**src/rtl/phy_arb_pkg.sv**
```systemverilog
// Shared state encoding, default bit-time constants and sizing helpers
// for the full-speed PHY arbiter and its neighbouring PHY blocks.
package phy_arb_pkg;

  typedef enum logic [2:0] {
    ST_OFF  = 3'd0,
    ST_IDLE = 3'd1,
    ST_RX   = 3'd2,
    ST_TX   = 3'd3,
    ST_TURN = 3'd4,
    ST_WAIT = 3'd5
  } arb_state_e;

  localparam int IPD_BITS_DEF     = 2;
  localparam int TURN_BITS_DEF    = 1;
  localparam int TIMEOUT_BITS_DEF = 18;

  // Number of bits needed to hold values 0 .. value-1.
  function automatic int ceil_log2(input int value);
    int r;
    r = 0;
    for (int i = 0; i < 31; i++) begin
      if ((1 << i) < value) r = i + 1;
    end
    return r;
  endfunction

  function automatic int max3(input int a, input int b, input int c);
    int m;
    m = (a > b) ? a : b;
    return (m > c) ? m : c;
  endfunction

endpackage

```
**src/rtl/phy_bit_timer.sv**
```systemverilog
// Saturating bit-time counter advanced once per gated clock period.
module phy_bit_timer #(
  parameter int W = 5
) (
  input  logic         clk_i,
  input  logic         rstn_i,
  input  logic         en_i,
  input  logic         clr_i,
  input  logic [W-1:0] sat_i,
  output logic [W-1:0] cnt_o
);

  logic [W-1:0] cnt_q;
  logic [W-1:0] cnt_d;

  always_comb begin
    cnt_d = cnt_q;
    if (clr_i) begin
      cnt_d = '0;
    end else if (cnt_q < sat_i) begin
      cnt_d = cnt_q + 1'b1;
    end
  end

  always_ff @(posedge clk_i or negedge rstn_i) begin
    if (!rstn_i) begin
      cnt_q <= '0;
    end else if (en_i) begin
      cnt_q <= cnt_d;
    end
  end

  assign cnt_o = cnt_q;

endmodule

```
**src/rtl/phy_arb.sv**
```systemverilog
// Half-duplex bus sequencer between the full-speed receiver and transmitter:
// gates the receiver, grants the bus to the SIE, and times inter-packet gaps.
module phy_arb
  import phy_arb_pkg::*;
#(
  parameter int IPD_BITS     = IPD_BITS_DEF,
  parameter int TURN_BITS    = TURN_BITS_DEF,
  parameter int TIMEOUT_BITS = TIMEOUT_BITS_DEF
) (
  input  logic clk_i,
  input  logic rstn_i,
  input  logic clk_gate_i,
  input  logic enable_i,
  input  logic bus_reset_i,
  output logic rx_en_o,
  input  logic rx_ready_i,
  input  logic rx_valid_i,
  input  logic rx_err_i,
  input  logic tx_req_i,
  input  logic expect_rsp_i,
  output logic tx_grant_o,
  input  logic tx_done_i,
  output logic rx_active_o,
  output logic rx_timeout_o
);

  localparam int CNT_MAX  = max3(IPD_BITS, TURN_BITS, TIMEOUT_BITS);
  localparam int CNT_W_RAW = ceil_log2(CNT_MAX + 1);
  localparam int CNT_W    = (CNT_W_RAW < 1) ? 1 : CNT_W_RAW;

  localparam logic [CNT_W-1:0] IPD_C          = CNT_W'(IPD_BITS);
  localparam logic [CNT_W-1:0] TURN_LAST_C    = CNT_W'(TURN_BITS - 1);
  localparam logic [CNT_W-1:0] TIMEOUT_LAST_C = CNT_W'(TIMEOUT_BITS - 1);

  arb_state_e       state_q, state_d;
  logic             exp_q, exp_d;
  logic             timeout_q, timeout_d;
  logic [CNT_W-1:0] bit_cnt;
  logic [CNT_W-1:0] cnt_sat;
  logic             cnt_clr;

  logic rx_eop;
  logic rx_end;
  logic rx_start;
  logic force_off;

  assign rx_eop    = rx_ready_i & ~rx_valid_i & ~rx_err_i;
  assign rx_end    = rx_eop | (rx_ready_i & rx_err_i);
  assign rx_start  = rx_ready_i & rx_valid_i;
  assign force_off = ~enable_i | bus_reset_i;

  // Idle counting stops at the gap length so a late request is granted at once.
  assign cnt_sat = (state_q == ST_IDLE) ? IPD_C : '1;
  assign cnt_clr = (state_d != state_q);

  phy_bit_timer #(
    .W(CNT_W)
  ) u_bit_timer (
    .clk_i (clk_i),
    .rstn_i(rstn_i),
    .en_i  (clk_gate_i),
    .clr_i (cnt_clr),
    .sat_i (cnt_sat),
    .cnt_o (bit_cnt)
  );

  always_comb begin
    state_d   = state_q;
    exp_d     = exp_q;
    timeout_d = 1'b0;

    case (state_q)
      ST_OFF: begin
        if (enable_i && !bus_reset_i) state_d = ST_IDLE;
      end
      ST_IDLE: begin
        if (rx_start) begin
          state_d = ST_RX;
        end else if (tx_req_i && (bit_cnt >= IPD_C)) begin
          state_d = ST_TX;
          exp_d   = expect_rsp_i;
        end
      end
      ST_RX: begin
        if (rx_end) state_d = ST_IDLE;
      end
      ST_TX: begin
        if (tx_done_i) state_d = ST_TURN;
      end
      ST_TURN: begin
        if (bit_cnt >= TURN_LAST_C) state_d = exp_q ? ST_WAIT : ST_IDLE;
      end
      ST_WAIT: begin
        if (rx_start) begin
          state_d = ST_RX;
          exp_d   = 1'b0;
        end else if (bit_cnt >= TIMEOUT_LAST_C) begin
          state_d   = ST_IDLE;
          exp_d     = 1'b0;
          timeout_d = 1'b1;
        end
      end
      default: begin
        state_d = ST_OFF;
      end
    endcase

    if (force_off) begin
      state_d   = ST_OFF;
      exp_d     = 1'b0;
      timeout_d = 1'b0;
    end
  end

  always_ff @(posedge clk_i or negedge rstn_i) begin
    if (!rstn_i) begin
      state_q   <= ST_OFF;
      exp_q     <= 1'b0;
      timeout_q <= 1'b0;
    end else if (clk_gate_i) begin
      state_q   <= state_d;
      exp_q     <= exp_d;
      timeout_q <= timeout_d;
    end
  end

  assign rx_en_o      = (state_q == ST_IDLE) || (state_q == ST_RX) || (state_q == ST_WAIT);
  assign tx_grant_o   = (state_q == ST_TX);
  assign rx_active_o  = (state_q == ST_RX);
  assign rx_timeout_o = timeout_q;

endmodule

```
**config.mk**
```make
export PLATFORM = sky130hd
export DESIGN_NAME = phy_arb
export DESIGN_NICKNAME = d
export VERILOG_FILES = /design/src/rtl/phy_arb_pkg.sv /design/src/rtl/phy_bit_timer.sv /design/src/rtl/phy_arb.sv
export SDC_FILE = /design/constraint.sdc
export NUM_CORES = 1
export LEC_CHECK = 0
export ABC_CLOCK_PERIOD_IN_PS = 5000
export BUFFER_PORTS_ARGS = -buffer_cell sky130_fd_sc_hd__buf_2
export CORE_MARGIN = 2
export CORE_UTILIZATION = 58
export CTS_CLUSTER_DIAMETER = 120
export DETAILED_ROUTE_END_ITERATION = 6
export HOLD_SLACK_MARGIN = 0.06
export PLACE_DENSITY_LB_ADDON = 0.3
export REMOVE_ABC_BUFFERS = 1
export SLEW_MARGIN = 0
export SYNTH_ARGS = -nofsm -noshare
export SYNTH_HDL_FRONTEND = slang
export SYNTH_SLANG_ARGS = --single-unit
export TNS_END_PERCENT = 20
```
**constraint.sdc**
```tcl
create_clock -name clk_i -period 5 [get_ports clk_i]
set_input_delay 1 -clock clk_i [delete_from_list [all_inputs] [get_ports clk_i]]
set_output_delay 1 -clock clk_i [all_outputs]
set_load 0.03 [all_outputs]
```
==> results of run 1 <==
## cells by family after synthesis
group	count (synthesis)	share of synthesized area
AO/OA/AOI/OAI	33	0.271
XOR/XNOR	1	0.00983
flip-flops	10	0.281
buffers and inverters	16	0.0688
adder cells (fa/ha/maj)	6	0.0843
multiplexers	3	0.0337
AND/OR/NAND/NOR	44	0.251
## worst min-delay path: stages (launching register included)
cell and delay (ps):
dfrtp_1 360, nand2_1 50, o21ai_1 70
## stage by stage
step	instances	hold WS, ps	setup slack, ps	util
after floorplan	108	467	2480	-
after global placement	138	502	2370	0.653
after detailed placement	138	513	2240	0.653
after CTS	142	531	2220	0.678
after global routing	142	567	1970	0.678
final	142	521	2190	0.678
## synth_stat cells (all sizes together)
cell type	n
a32o	1
a22oi	1
a211oi	3
o31ai	2
o21ai	5
xnor2	1
clkinv	1
buf	1
nor2b	3
nor4	1
nand2	20
nand3	3
nand4	3
or3b	1
mux2i	3
o221ai	2
or4	1
and3	2
inv	10
a311oi	1
or3	3
ha	6
nor2	4
or2	1
clkbuf	4
nand2b	2
a21oi	10
o22ai	7
dfrtp	10
o31a	1
## power groups by stage
| stage | sequential, W | clock (W) | combinational [W] |
|---|---|---|---|
| final | 0.000117 | 0.0000763 | 0.000120 |
| after detailed placement | 0.000118 | 0 | 0.000120 |
| after global routing | 0.000121 | 0.0000812 | 0.000135 |
| after global placement | 0.000118 | 0 | 0.000114 |
| after floorplan | 0.000113 | 0 | 0.0000935 |
| after CTS | 0.000117 | 0.0000751 | 0.000120 |
## cell usage in the layout (no fill, tap or decap), drive strengths merged, types with 3 or more instances in the layout
master,count
nor2,4
inv,10
ha,6
buf,14
nand3,3
a21oi,10
dfrtp,10
mux2i,3
o22ai,7
or3,3
a211oi,3
nand4,3
nor2b,3
o21ai,5
clkbuf,4
nand2,20
## registers in the layout, summed over array words and instances, names as in the netlist
signal / cells
u_bit_timer.cnt_o: 5
state_q: 3
rx_timeout_o: 1
exp_q: 1
## path summary, 6_finish.rpt
check | startpoint | endpoint | slack, ps | cells after the start
max | state_q[1]$_DFFE_PN0P_ | u_bit_timer.cnt_o[3]$_DFFE_PN0P_ | 2190 | 9
min | exp_q$_DFFE_PN0P_ | exp_q$_DFFE_PN0P_ | 520 | 2
max reg2reg | state_q[1]$_DFFE_PN0P_ | u_bit_timer.cnt_o[3]$_DFFE_PN0P_ | 2190 | 9
min reg2reg | exp_q$_DFFE_PN0P_ | exp_q$_DFFE_PN0P_ | 520 | 2
max in group asynchronous | rstn_i | rx_timeout_o$_DFFE_PN0P_ | 4220 | 1
min in group asynchronous | rstn_i | u_bit_timer.cnt_o[0]$_DFFE_PN0P_ | 570 | 1
## layer usage
metal / global-route usage / vias to the layer above / wire length (um) / share of wire
li1: - / 432 / - / -
met1: 0.312 / 426 / 843 / 0.42
met2: 0.424 / 36 / 1030 / 0.51
met3: 0.0383 / 8 / 87 / 0.043
met4: 0.103 / 0 / 57 / 0.028
met5: 0 / - / 0 / 0
## final cells by class
cell class / count / area share
flip-flops and latches: 10 / 0.251
well taps: 16 / 0.0201
clock buffers: 4 / 0.0364
repair buffers: 14 / 0.0703
inverters: 11 / 0.0414
multi-input cells: 87 / 0.581
==> flow_summary.yaml, run 1 <==
outcome:
  status: "finished, final reports clean"
cells_and_area:
  fin_area_um2: 997
  fillCellCount: 125
  final-seq-area_um2: 250
  syn_to_final_growth_pct: 11.9
  drive_above_1_share: 0.214
  diodes: 0
  fin_nets: 144
  multi_input_area_um2: 579
clocking:
  clock-sinks: 10
  cts_resized: 0
  worstSkewPairLatency_ps: 270
  post-cts-setup-buffer-count: 0
  hold_buffers: 0
  path_clk_slew_ps: 80
  clock_path_buffers: 2
  cts_tree: "done"
  cts_buffers: 3
  cts_root_buf: "clkbuf_4"
  htreeDepth: 1
logic_synthesis:
  synth-seq-cells: 10
  yosysTopAreaCell: "dfrtp_1"
  synth.top_cell.area_share: 0.281
  netlist_area_um2: 891
  postSynthAreaPerCell_um2: 7.88
  yosys_warnings: 0
  synth_area_leaders: "dfrtp_1 (28%), ha_1 (8.4%), nand2_1 (8.4%)"
  ys_seq_area_frac: 0.281
  synth_cell_type_count: 36
  synthCells: 113
detailed_routing:
  dr.first_iter.drc_count: 18
  first_pass_iters: 4
  ant_nets: 0
  vias: 902
  wl_mm: 2.02
  wl_per_cell_um: 14.2
  drc: 0
  via_per_inst: 6.35
worst_setup_path:
  cp_slowest_stage_delay_ps: 510
  crit_type: "register to register"
  cp_cell_sequence: "or3b_1 -> inv_1 -> ha_1 -> a21oi_1 -> a211oi_1 -> a211oi_2 -> nand4_1 -> or4_4 -> o221ai_2"
  worstPathRequired_ps: 5190
  arrival_ps: 2990
  slowest_stage: "dfrtp_1"
  worstPathMaxFanout: 12
  crit_path_end_kind: "register"
  cp_num_buf_inv: 1
  cp_top_family: "simple AND/OR/NAND/NOR gates"
  start_kind: "register"
run:
  maxCapViolCount: 0
die:
  start_util: 0.605
  die_area_um2: 1870
  fp-row-count: 14
  chipHeight_um: 43.2
  pin_count: 15
  die_x_um: 43.2
  core_um2: 1470
sta:
  period_needed_ps: 2810
  fin_tns_setup_ps: 0
  max_freq_mhz: 356
  skew_ps: 7.21
  worst_pin_slew_ps: 614
  slew_headroom: 0.588
  finalSetupViolCount: 0
  hold_viol: 0
  finalCritPeriodShare: 0.562
  report.final.slew_viol_count: 0
  grt_setup_unrepaired: "no"
pwr:
  p_sw_w: 0.000124
  ir_drop_mv: 0.197
  internal-power_w: 0.000189
  p_leak_nw: 0.470
  power_w: 0.000313
  p_clk_frac: 0.243
  switching_share: 0.395
  p_per_area_nw_per_um2: 314
  power_frac_comb: 0.383
  p_seq_frac: 0.374
global_routing:
  grt-ovfl-total: 0
  grt_use_total: 0.250
  grt_pass1_vias: 840
  grt_max_degree: 18
  antenna_found_initial: 0
  grt_pass1_wl_mm: 3.56
placement:
  numPortBuffers: 14
  placed_area_um2: 961
  dpl.hpwl_mm: 1.58
  gp_congestion: 0.987
hold_path:
  holdCritPathClass: "register to register"
No activity file was read; power rests on OpenSTA's default activity.
==> inputs of run 2 (changes only) <==
--- a/config.mk
+++ b/config.mk
@@ -5,10 +5,10 @@
 export SDC_FILE = /design/constraint.sdc
 export NUM_CORES = 1
 export LEC_CHECK = 0
-export ABC_CLOCK_PERIOD_IN_PS = 5000
+export ABC_CLOCK_PERIOD_IN_PS = 2900
 export BUFFER_PORTS_ARGS = -buffer_cell sky130_fd_sc_hd__buf_2
 export CORE_MARGIN = 2
-export CORE_UTILIZATION = 58
+export CORE_UTILIZATION = 54
 export CTS_CLUSTER_DIAMETER = 120
 export DETAILED_ROUTE_END_ITERATION = 6
 export HOLD_SLACK_MARGIN = 0.06
==> constraint.sdc (replaced) <==
create_clock -name clk_i -period 2.9 [get_ports clk_i]
set_input_delay 0.58 -clock clk_i [delete_from_list [all_inputs] [get_ports clk_i]]
set_output_delay 0.58 -clock clk_i [all_outputs]
set_load 0.03 [all_outputs]
==> flow_summary.yaml, run 2 (synthesized netlist as in run 1, its figures left out) <==
sta:
  finalWorstSetupSlack_ps: 305
  finalCritPeriodShare: 0.895
  hold_viol: 0
  skew_ps: 7.09
  grt_setup_unrepaired: "no"
  report.final.slew_viol_count: 0
  fin_tns_setup_ps: 0
  period_needed_ps: 2590
  worst_pin_slew_ps: 682
  max_freq_mhz: 385
  finalSetupViolCount: 0
  slew_headroom: 0.542
clocking:
  clock_path_buffers: 2
  clock-sinks: 10
  post-cts-setup-buffer-count: 0
  cts_root_buf: "clkbuf_4"
  path_clk_slew_ps: 70
  cts_resized: 0
  cts_tree: "done"
  cts_buffers: 3
  htreeDepth: 1
  hold_buffers: 0
  worstSkewPairLatency_ps: 260
worst_setup_path:
  cp_slowest_stage_delay_ps: 500
  start_kind: "register"
  crit_path_end_kind: "register"
  crit_type: "register to register"
  worstPathRequired_ps: 3090
  arrival_ps: 2780
  cp_cell_sequence: "or3b_1 -> inv_1 -> ha_1 -> a21oi_1 -> a211oi_1 -> a211oi_2 -> buf_4 -> nand2_1 -> or3_1 -> o22ai_1"
  slowest_stage: "dfrtp_1"
  worstPathMaxFanout: 12
cells_and_area:
  final_core_util: 0.650
  multi_input_area_um2: 579
  fin_nets: 145
  drive_above_1_share: 0.214
  syn_to_final_growth_pct: 11.2
  final_cell_mix: "nand2_1 (20), buf_2 (14), a21oi_1 (10), dfrtp_1 (10), inv_1 (9)"
  final-seq-area_um2: 250
  largest_register_ffs: 5
  fillCellCount: 129
  diodes: 0
  layout_commonest_cell: "nand2_1"
pwr:
  p_leak_nw: 0.467
  p_seq_frac: 0.399
  internal-power_w: 0.000302
  power_frac_comb: 0.416
  p_sw_w: 0.000207
  switching_share: 0.408
  p_per_area_nw_per_um2: 514
  p_clk_frac: 0.185
  ir_drop_mv: 0.399
detailed_routing:
  top_layer: "met4"
  via_per_inst: 5.92
  dr.first_iter.drc_count: 26
  ant_nets: 0
  wl_met2_um: 830
  vias: 840
  wl_mm: 1.96
  wl_met3_um: 98
  met1Wirelength_um: 998
  drc: 0
  first_pass_iters: 4
  wl_per_cell_um: 13.8
die:
  core_um2: 1520
  die_area_um2: 1990
  start_util: 0.585
  die_x_um: 44.6
  fp-row-count: 14
  pin_count: 15
  chipHeight_um: 44.6
global_routing:
  grt_pass1_wl_mm: 3.28
  antenna_found_initial: 0
  grt_pass1_vias: 721
  grt_max_degree: 18
  grt-ovfl-total: 0
  grt_use_total: 0.224
placement:
  gp_congestion: 0.904
  dpl.hpwl_mm: 1.52
  post-place-ws_ps: 339
  numPortBuffers: 14
outcome:
  status: "finished, final reports clean"
hold_path:
  holdCritPathClass: "input pin to asynchronous set/reset pin"
run:
  maxCapViolCount: 0
==> run 2: changes by cell type in the layout (fill, tap and decap cells not counted), sizes merged <==
cell / change
buf: +1
clkbuf: -1
==> run 2: worst paths after layout <==
| check | startpoint | endpoint | slack [ps] | cells after the start |
|---|---|---|---|---|
| worst max-delay path | state_q[1]$_DFFE_PN0P_ | u_bit_timer.cnt_o[1]$_DFFE_PN0P_ | 310 | 10 |
| worst min-delay path | rstn_i | u_bit_timer.cnt_o[2]$_DFFE_PN0P_ | 160 | 1 |
| worst max register to register | state_q[1]$_DFFE_PN0P_ | u_bit_timer.cnt_o[1]$_DFFE_PN0P_ | 310 | 10 |
| worst min register to register | exp_q$_DFFE_PN0P_ | exp_q$_DFFE_PN0P_ | 530 | 2 |
| max in group asynchronous | rstn_i | state_q[0]$_DFFE_PN0P_ | 2560 | 1 |
| min in group clk_i | exp_q$_DFFE_PN0P_ | exp_q$_DFFE_PN0P_ | 530 | 2 |
==> run 2: cell type report <==
| class | instances | share of cell area |
|---|---|---|
| timing repair buffer | 15 | 0.0783 |
| tap | 16 | 0.0202 |
| multi-input combinational | 87 | 0.585 |
| sequential | 10 | 0.253 |
| inverter | 11 | 0.0417 |
| clock buffer | 3 | 0.0227 |
==> run 2: through the flow <==
stage	cell area [um2]	total power [W]	cells	hold slack [ps]
2_1_floorplan	871	0.000356	108	284
3_3_place_gp	968	0.000404	139	450
3_5_place_dp	968	0.000415	139	452
4_1_cts	991	0.000510	142	170
5_1_grt	991	0.000545	142	174
6_report	991	0.000509	142	155
==> run 2: power by group through the flow <==
stage	logic [W]	clock network [W]	registers (W)
5_1_grt	0.000236	0.000102	0.000207
3_5_place_dp	0.000210	0	0.000205
4_1_cts	0.000212	0.0000953	0.000202
3_3_place_gp	0.000200	0	0.000204
2_1_floorplan	0.000161	0	0.000195
6_report	0.000212	0.0000944	0.000203
==> run 2: per-layer routing <==
metal / track usage / up-vias
met5: 0 / -
met4: 0.0909 / 0
met3: 0.0367 / 5
met2: 0.307 / 29
met1: 0.343 / 370
li1: - / 436
==> run 2: worst max-delay path, delay by kind of cell (launching register included) <==
kind | cells | cell delay (ps)
adders and majority gates | 1 | 250
buffers and inverters | 2 | 310
and+or+nand+nor | 3 | 820
DFF | 1 | 500
AOI/OAI and AO/OA | 4 | 640
